<file path="config.mk">
export PLATFORM = sky130hd
export DESIGN_NAME = imem_port_arbiter
export DESIGN_NICKNAME = d
export VERILOG_FILES = /design/src/rtl/imem_port_arbiter.sv
export SDC_FILE = /design/constraint.sdc
export NUM_CORES = 1
export LEC_CHECK = 0
export CAP_MARGIN = 0
export CELL_PAD_IN_SITES_DETAIL_PLACEMENT = 0
export CELL_PAD_IN_SITES_GLOBAL_PLACEMENT = 2
export CORE_ASPECT_RATIO = 1.75
export CORE_MARGIN = 3
export CORE_UTILIZATION = 17
export CTS_BUF_LIST = sky130_fd_sc_hd__clkbuf_8 sky130_fd_sc_hd__clkbuf_16
export DETAILED_ROUTE_END_ITERATION = 10
export PLACE_DENSITY_LB_ADDON = 0.1
export SLEW_MARGIN = 15
export SYNTH_ARGS = -nofsm -noshare
export SYNTH_HDL_FRONTEND = slang
export SYNTH_SLANG_ARGS = --single-unit
</file>
<file path="constraint.sdc">
create_clock -name clk_i -period 2.8 [get_ports clk_i]
set_clock_uncertainty 0.1 [all_clocks]
set_input_delay 0.42 -clock clk_i [delete_from_list [all_inputs] [get_ports clk_i]]
set_output_delay 0.42 -clock clk_i [all_outputs]
set_load 0.01 [all_outputs]
</file>
<file path="src/rtl/imem_port_arbiter.sv">
// Shares the single instruction-RAM port (and the boot ROM read path) between
// instruction fetch and data-bus accesses; fetch owns the port by default.
module imem_port_arbiter #(
  parameter int ADDR_W       = 14,
  parameter int DATA_W       = 32,
  parameter int BOOT_BIT     = 31,
  parameter bit BOOT_DEFAULT = 1'b0,
  parameter int REFETCH_OFS  = 1,
  parameter bit BACK2BACK    = 1'b0
) (
  input  logic                clk_i,
  input  logic                resetn_i,
  input  logic                if_req_i,
  input  logic [31:0]         if_addr_i,
  output logic [DATA_W-1:0]   if_rdata_o,
  output logic                if_valid_o,
  input  logic                d_req_i,
  input  logic                d_we_i,
  input  logic [DATA_W/8-1:0] d_be_i,
  input  logic [31:0]         d_addr_i,
  input  logic [DATA_W-1:0]   d_wdata_i,
  output logic [DATA_W-1:0]   d_rdata_o,
  output logic                d_rvalid_o,
  output logic                d_err_o,
  output logic                d_stall_o,
  output logic                mem_en_o,
  output logic                mem_we_o,
  output logic [DATA_W/8-1:0] mem_be_o,
  output logic [ADDR_W-1:0]   mem_addr_o,
  output logic [DATA_W-1:0]   mem_wdata_o,
  input  logic [DATA_W-1:0]   mem_q_i,
  input  logic [DATA_W-1:0]   boot_q_i
);
  localparam logic [1:0] IDLE    = 2'd0;
  localparam logic [1:0] DACC    = 2'd1;
  localparam logic [1:0] REFETCH = 2'd2;
  localparam logic [1:0] RESUME  = 2'd3;

  logic [1:0]        state, state_nxt;
  logic [ADDR_W-1:0] saved_addr;
  logic [ADDR_W-1:0] if_waddr, d_waddr;
  logic              dsel, boot_sel;
  logic              port_free, take_d;
  logic              unused_addr_bits;

  assign if_waddr  = if_addr_i[ADDR_W+1:2];
  assign d_waddr   = d_addr_i[ADDR_W+1:2];
  assign port_free = (state == IDLE) || (state == RESUME);
  // A data request is only accepted while fetch owns the port.
  assign take_d    = d_req_i && ((state == IDLE) || ((state == RESUME) && (BACK2BACK != 1'b0)));
  assign unused_addr_bits = ^{if_addr_i, d_addr_i};

  assign if_rdata_o = boot_sel ? boot_q_i : mem_q_i;

  always_comb begin
    mem_addr_o  = if_waddr;
    mem_en_o    = if_req_i;
    mem_we_o    = 1'b0;
    mem_be_o    = '0;
    mem_wdata_o = '0;
    d_stall_o   = take_d;
    state_nxt   = take_d ? DACC : IDLE;
    case (state)
      DACC: begin
        mem_addr_o  = d_waddr;
        mem_en_o    = 1'b1;
        mem_we_o    = d_we_i & ~dsel;
        mem_be_o    = d_be_i;
        mem_wdata_o = d_wdata_i;
        d_stall_o   = 1'b1;
        state_nxt   = REFETCH;
      end
      REFETCH: begin
        mem_addr_o = saved_addr;
        mem_en_o   = 1'b1;
        d_stall_o  = 1'b1;
        state_nxt  = RESUME;
      end
      default: ;
    endcase
    // Nothing reaches the macro while reset is asserted, so an aborted write never lands.
    if (!resetn_i) begin
      mem_en_o  = 1'b0;
      mem_we_o  = 1'b0;
      d_stall_o = 1'b0;
    end
  end

  always_ff @(posedge clk_i) begin
    if (!resetn_i) begin
      state      <= IDLE;
      saved_addr <= '0;
      d_rdata_o  <= '0;
      d_rvalid_o <= 1'b0;
      d_err_o    <= 1'b0;
      if_valid_o <= 1'b0;
      boot_sel   <= BOOT_DEFAULT;
      dsel       <= 1'b0;
    end else begin
      state      <= state_nxt;
      d_rvalid_o <= 1'b0;
      d_err_o    <= 1'b0;
      if (take_d) begin
        saved_addr <= if_waddr - ADDR_W'(REFETCH_OFS);
        dsel       <= d_addr_i[BOOT_BIT];
      end
      if (state == REFETCH) begin
        d_rdata_o  <= dsel ? boot_q_i : mem_q_i;
        d_rvalid_o <= 1'b1;
        d_err_o    <= d_we_i & dsel;
      end
      if (port_free && if_req_i)
        boot_sel <= if_addr_i[BOOT_BIT];
      if_valid_o <= (port_free && if_req_i) || (state == REFETCH);
    end
  end
endmodule

</file>
==> key figures, run 1 <==
Setup path
  • WP data required: 2280 ps
  • Critical setup path kind: reg -> out
  • Worst-path maximum fanout: 31
  • Worst r2r dst: d_rdata_o[30]
  • Critical Path AT: 2050 ps
  • Crit path launch: state[1]
  • CP Launch Type: register
  • FF-to-FF path depth: 5
  • R2R Path Start: state[0]
  • Crit path capture type: primary output
  • R2r setup slk: 820 ps

Floorplan
  • Ports placed on the boundary: 289
  • Core area: 18700 um2
  • Initial core utilization: 0.174
  • FP Rows: 66
  • Die Y-Extent: 189 um
  • DIE AREA: 20900 um2
  • Die Width: 111 um

Pwr
  • Leakage: 0.00215 uW
  • Tot Pwr: 3570 uW
  • Peak VDD IR: 0.251 mV
  • Power Density: 575 nW/um2

Timing
  • Slew @ Worst Pin: 687 ps
  • Min Hold Slack: 378 ps
  • RSZ-0062 raised after global routing: no
  • Fin. Hold Viols: 0
  • Slew margin rel.: 0.542
  • Final setup violation count: 0
  • Fin crit share: 0.916
  • Max Slew Vio Count: 0
  • Post-layout min period: 2570 ps
  • FMAX: 390 MHz
  • Fin Setup TNS: 0 ps

Clock tree
  • Clock Path Buffers: 2
  • Cts bufs inserted: 5
  • Clock-pin slew of the registers on the worst-case setup and hold paths: 70 ps
  • Clock Latency Late Sink: 290 ps
  • Number of post-CTS setup repair buffers: 0
  • H-tree depth: 2
  • TritonCTS Sinks: 53
  • CTS tree: built
  • CTS Hold Bufs: 0
  • Clock Tree Root: clkbuf_16
  • Cells resized by post-CTS repair: 0

Place
  • DP Area: 6060 um2
  • PortBufs: 254
  • DPL Wire Length: 10800 um
  • Routability cong.: 0.738

Routing
  • Top layer in use: met4
  • Vias/cell: 4.16
  • Final wirelength: 13800 um
  • Met3 WL: 816 um
  • DR WL met2: 7910 um
  • Via count: 3561
  • DRT iter0 DRCs: 106
  • DR pass1 iterations: 4
  • DRT met1 WL: 4970 um
  • DRC Markers: 0
  • Routed Antenna Nets: 0
  • WL/cell: 16.1 um

Min path
  • Cell count of the worst hold path: 2
  • Hold Crit Start: saved_addr[11]
  • Worst hold endpoint: saved_addr[11]
  • Worst Hold Class: reg -> reg

Synth
  • Most common flop cell mapped by yosys: dfxtp_1
  • Area of the mapped netlist: 3260 um2
  • Synthesized area per cell: 8.59 um2
  • Synth Net Count: 552
  • YS warnings: 0
  • Netlist cell types: 34
  • Sequential fraction of the synthesis area: 0.326
  • Post-synth EDFFs: 0
  • Share of synthesized registers carrying an async set or reset: 0
  • Post-Synthesis Cells: 379
  • Seq cells post-synth: 53

GRT
  • Vias in the first global route: 3729
  • GRT Residual Overflow: 0
  • Pin count of the biggest net entering global routing: 69
  • Initial antenna violation count: 0
  • Total GRT Usage: 0.130
  • First-pass GRT wire length: 21700 um

Run status
  • Status: finished, final reports clean

Layout
  • Net count, final: 790
  • Fillers: 2026
  • Layout cell share with drive strength beyond 1: 0.0906
  • Layout area overhead: 90.5%
  • Antenna cells: 0
  • Post-route cell area: 6200 um2

Job
  • Max-cap viol count: 0
[where the power goes]
group | switching [uW] | total [uW] | internal, uW | leakage [uW]
Clock | 293 | 624 | 331 | 0.0000754
Sequential | 76.3 | 987 | 910 | 0.000435
Combinational | 879 | 1960 | 1080 | 0.00164
[worst max-delay path by stage]
stage	slack [ps]	to	depth (start not counted)
3_3_place_gp	370	mem_we_o	4
4_1_cts	200	mem_addr_o[10]	6
2_1_floorplan	880	mem_addr_o[2]	6
5_1_grt	100	mem_addr_o[9]	6
3_5_place_dp	400	mem_we_o	4
6_report	230	mem_addr_o[10]	6
[worst max-delay path: stages (launching register included)]
cell             delay [ps]
dfxtp_1                 330
inv_1                    60
ha_1                    270
buf_4                   290
nor2_1                   90
a21oi_1                 120
clkdlybuf4s50_1         570
[layer usage]
metal / global-route usage / vias up
met4: 0.0256 / 0
met5: 0 / -
met2: 0.262 / 141
met1: 0.133 / 1597
met3: 0.0297 / 7
li1: - / 1816
[cell usage in the layout, fill, tap and decap left out, drive strengths merged, types with 2 or more instances in the layout]
cell             n
mux2i           34
o21ai            8
clkinv           2
nor2            63
nand2            5
ha               4
and2            39
dfxtp           53
a21oi           22
a211oi          37
inv              6
nand2b           3
clkdlybuf4s50  254
buf             11
nand3            2
clkbuf           5
xor2             6
mux2            32
a22oi           14
nor4             3
xnor2            5
[cell usage after synthesis, types with 2 or more instances]
library cell / n / area, um2
a21oi_1: 22 / 110
a211oi_1: 37 / 278
xor2_1: 6 / 52.6
and2_1: 38 / 238
inv_1: 4 / 15.0
nor4_1: 2 / 12.5
mux2_2: 32 / 360
nand2_1: 5 / 18.8
mux2i_1: 34 / 340
a22oi_1: 14 / 105
clkbuf_1: 26 / 97.6
o21ai_0: 8 / 40.0
ha_1: 4 / 50.1
buf_2: 7 / 35.0
dfxtp_1: 53 / 1060
nor2_1: 63 / 236
xnor2_1: 5 / 43.8
nand2b_1: 2 / 12.5
nand3_1: 2 / 10.0
[per-stage QoR]
| step | instances | utilization | worst slack (ps) |
|---|---|---|---|
| 2_1_floorplan | 379 | - | 876 |
| 5_1_grt | 856 | 0.332 | 102 |
| 3_5_place_dp | 848 | 0.325 | 395 |
| 3_3_place_gp | 848 | 0.325 | 375 |
| 4_1_cts | 856 | 0.332 | 197 |
| 6_report | 856 | 0.332 | 234 |
[flip-flops by register name (all words and copies together) (netlist names)]
signal / flops
d_err_o: 1
if_valid_o: 1
state: 2
boot_sel: 1
d_rdata_o: 32
saved_addr: 14
dsel: 1
d_rvalid_o: 1
[cells by family after synthesis]
logic type | synth area share
flops | 0.326
simple gates | 0.199
mux | 0.215
compound gates | 0.168
buf+inv | 0.0476
fa+ha+maj | 0.0154
xor+xnor | 0.0296
[layout make-up]
cell class                 instances  area, um2  area share
clock buffer                       5        125      0.0202
clock inverter                     3       17.5     0.00282
inverter                           5       18.8     0.00303
multi-input combinational        287       2040       0.329
sequential                        53       1060       0.171
tap                              238        298      0.0480
timing repair buffer             265       2640       0.425
(Power assumes the default switching activity.)
==> run 2, diff against run 1 <==
Settings changed: PLACE_DENSITY set to 0.93, PLACE_DENSITY_LB_ADDON 0.1 to unset.
==> run 2 against run 1 <==
Total power is 0.20% higher. Critical path depth decreased by 2. Global-route usage shrank 0.83 points. Critical endpoint is now mem_we_o.
==> key figures, run 2 (synthesis results as in run 1) <==
Layout
  • Layout area overhead: 90.7%
  • Area of the multi-input gates: 2040 um2 (unchanged)
  • Net count, final: 791 (+0.13%)
  • Fillers: 1993 (-1.6%)
  • Largest register FFs: 32 (unchanged)
  • Commonest non-fill, non-tap cell in the layout: clkdlybuf4s50_1
  • Top reg by flops: d_rdata_o
  • Register area: 1060 um2 (+0.12%)
  • Commonest cells after routing, fill and taps aside: 254 x clkdlybuf4s50_1, 63 x nor2_1, 51 x dfxtp_1, 38 x and2_1, 37 x a211oi_1
  • Post-route cell area: 6210 um2 (+0.10%)
  • Largest regs: d_rdata_o x32, saved_addr x14, state x2
  • Layout cell share with drive strength beyond 1: 0.0921 (+0.00147)
  • Antenna cells: 0 (unchanged)

Pwr
  • Power Density: 576 nW/um2 (+0.10%)
  • Peak VDD IR: 0.268 mV (+6.9%)
  • Leakage: 0.00215 uW (+0.13%)
  • Tot Pwr: 3570 uW (+0.20%)

GRT
  • First-pass GRT wire length: 20500 um (-5.3%)
  • Pin count of the biggest net entering global routing: 52 (-25%)
  • Vias in the first global route: 3589 (-3.8%)
  • GRT Residual Overflow: 0 (unchanged)
  • Total GRT Usage: 0.121 (-0.00835)
  • Initial antenna violation count: 0 (unchanged)

Routing
  • Via count: 3568 (+0.20%)
  • WL/cell: 15.5 um (-3.8%)
  • Final wirelength: 13300 um (-3.7%)
  • DRT iter0 DRCs: 126 (+19%)
  • Routed Antenna Nets: 0 (unchanged)
  • Vias/cell: 4.16 (about the same)
  • DRC Markers: 0 (unchanged)
  • DR pass1 iterations: 4 (unchanged)

Setup path
  • Crit path capture type: primary output
  • Worst-path maximum fanout: 9 (-71%)
  • Critical Path AT: 2060 ps (about the same)
  • CP Launch Type: input pin
  • Crit path max-delay cell type: clkdlybuf4s50_1
  • CP max stage delay: 670 ps (+100 ps)
  • WP data required: 2280 ps (about the same)
  • R2R Path Start: state[0]
  • Worst path most repeated cell: clkdlybuf4s50_1
  • WP buf/inv: 3 (unchanged)
  • Critical setup path kind: in -> out
  • Crit path launch: resetn_i
  • CP top delay family: buffers and inverters
  • CP Cell Sequence: clkdlybuf4s50_1 > buf_4 > and4b_1 > clkdlybuf4s50_1

Clock tree
  • Clock Path Buffers: 2 (unchanged)
  • Cells resized by post-CTS repair: 0 (unchanged)
  • H-tree depth: 2 (unchanged)
  • CTS tree: built
  • Cts bufs inserted: 5 (unchanged)
  • Clock-pin slew of the registers on the worst-case setup and hold paths: 70 ps (about the same)
  • Clock Tree Root: clkbuf_16
  • Clock Latency Late Sink: 290 ps (about the same)
  • CTS Hold Bufs: 0 (unchanged)
  • TritonCTS Sinks: 53 (unchanged)
  • Number of post-CTS setup repair buffers: 0 (unchanged)

Min path
  • Worst Hold Class: reg -> reg
  • Hold Crit Start: saved_addr[11]

Timing
  • Post-layout min period: 2580 ps (+13.1 ps)
  • Fin crit share: 0.921 (+0.00469)
  • Fin Setup TNS: 0 ps (unchanged)
  • Slew margin rel.: 0.583 (+0.0412)
  • Fin. Hold Viols: 0 (unchanged)
  • RSZ-0062 raised after global routing: no
  • FMAX: 388 MHz (-0.51%)
  • Slew @ Worst Pin: 625 ps (-61.7 ps)
  • Final setup violation count: 0 (unchanged)
  • Max Slew Vio Count: 0 (unchanged)
  • Min Hold Slack: 380 ps (+2.22 ps)

Place
  • PortBufs: 254 (unchanged)
  • Routability cong.: 0.713 (-3.4%)
  • DP Area: 6070 um2 (+0.14%)
  • DPL Wire Length: 10300 um (-4.9%)

Job
  • Max-cap viol count: 0 (unchanged)

Floorplan
  • Core area: 18700 um2 (unchanged)
  • Die Y-Extent: 189 um (unchanged)
  • FP Rows: 66 (unchanged)
  • DIE AREA: 20900 um2 (unchanged)
  • Initial core utilization: 0.174 (unchanged)
  • Die Width: 111 um (unchanged)
  • Ports placed on the boundary: 289 (unchanged)

Run status
  • Status: finished, final reports clean
==> run 2: layout make-up <==
| class | instances | share of cell area |
|---|---|---|
| multi-input cells | 287 | 0.329 |
| clock buffers | 5 | 0.0202 |
| flip-flops and latches | 53 | 0.171 |
| clock inverters | 3 | 0.00242 |
| inverters | 5 | 0.00302 |
| well taps | 238 | 0.0480 |
| repair buffers | 266 | 0.426 |
==> run 2: routing by layer <==
metal  up-vias  wire [um]  GRT usage
met1      1614       5330      0.139
met3         7        590     0.0192
li1       1820          -          -
met4         0        180     0.0308
met2       127       7210      0.230
met5         -          0          0
==> run 2: path summary, 6_finish.rpt <==
path | slack, ps | depth (start not counted) | end
worst max-delay path | 220 | 4 | mem_we_o
worst min-delay path | 380 | 2 | saved_addr[11]
worst max register to register | 920 | 5 | d_rdata_o[25]
worst min register to register | 380 | 2 | saved_addr[11]
==> run 2: metrics by stage <==
stage           util  cells  setup WS, ps
6_report       0.333    857           221
3_5_place_dp   0.325    849           212
4_1_cts        0.333    857           211
3_3_place_gp   0.325    849           220
2_1_floorplan      -    379           876
5_1_grt        0.333    857           125
==> run 2: worst register-to-register path, stage by stage, from the launching register on <==
cell and delay, ps:
dfxtp_1 320, inv_1 80, ha_2 420, buf_4 520
nor2_1 140, a211oi_1 230
==> run 2: power by group <==
part	switching [uW]	total, uW	leakage (uW)	internal (uW)
sequential	74.7	985	0.000435	911
clock	296	622	0.0000724	327
combinational	884	1970	0.00164	1080
total	1250	3570	0.00215	2320
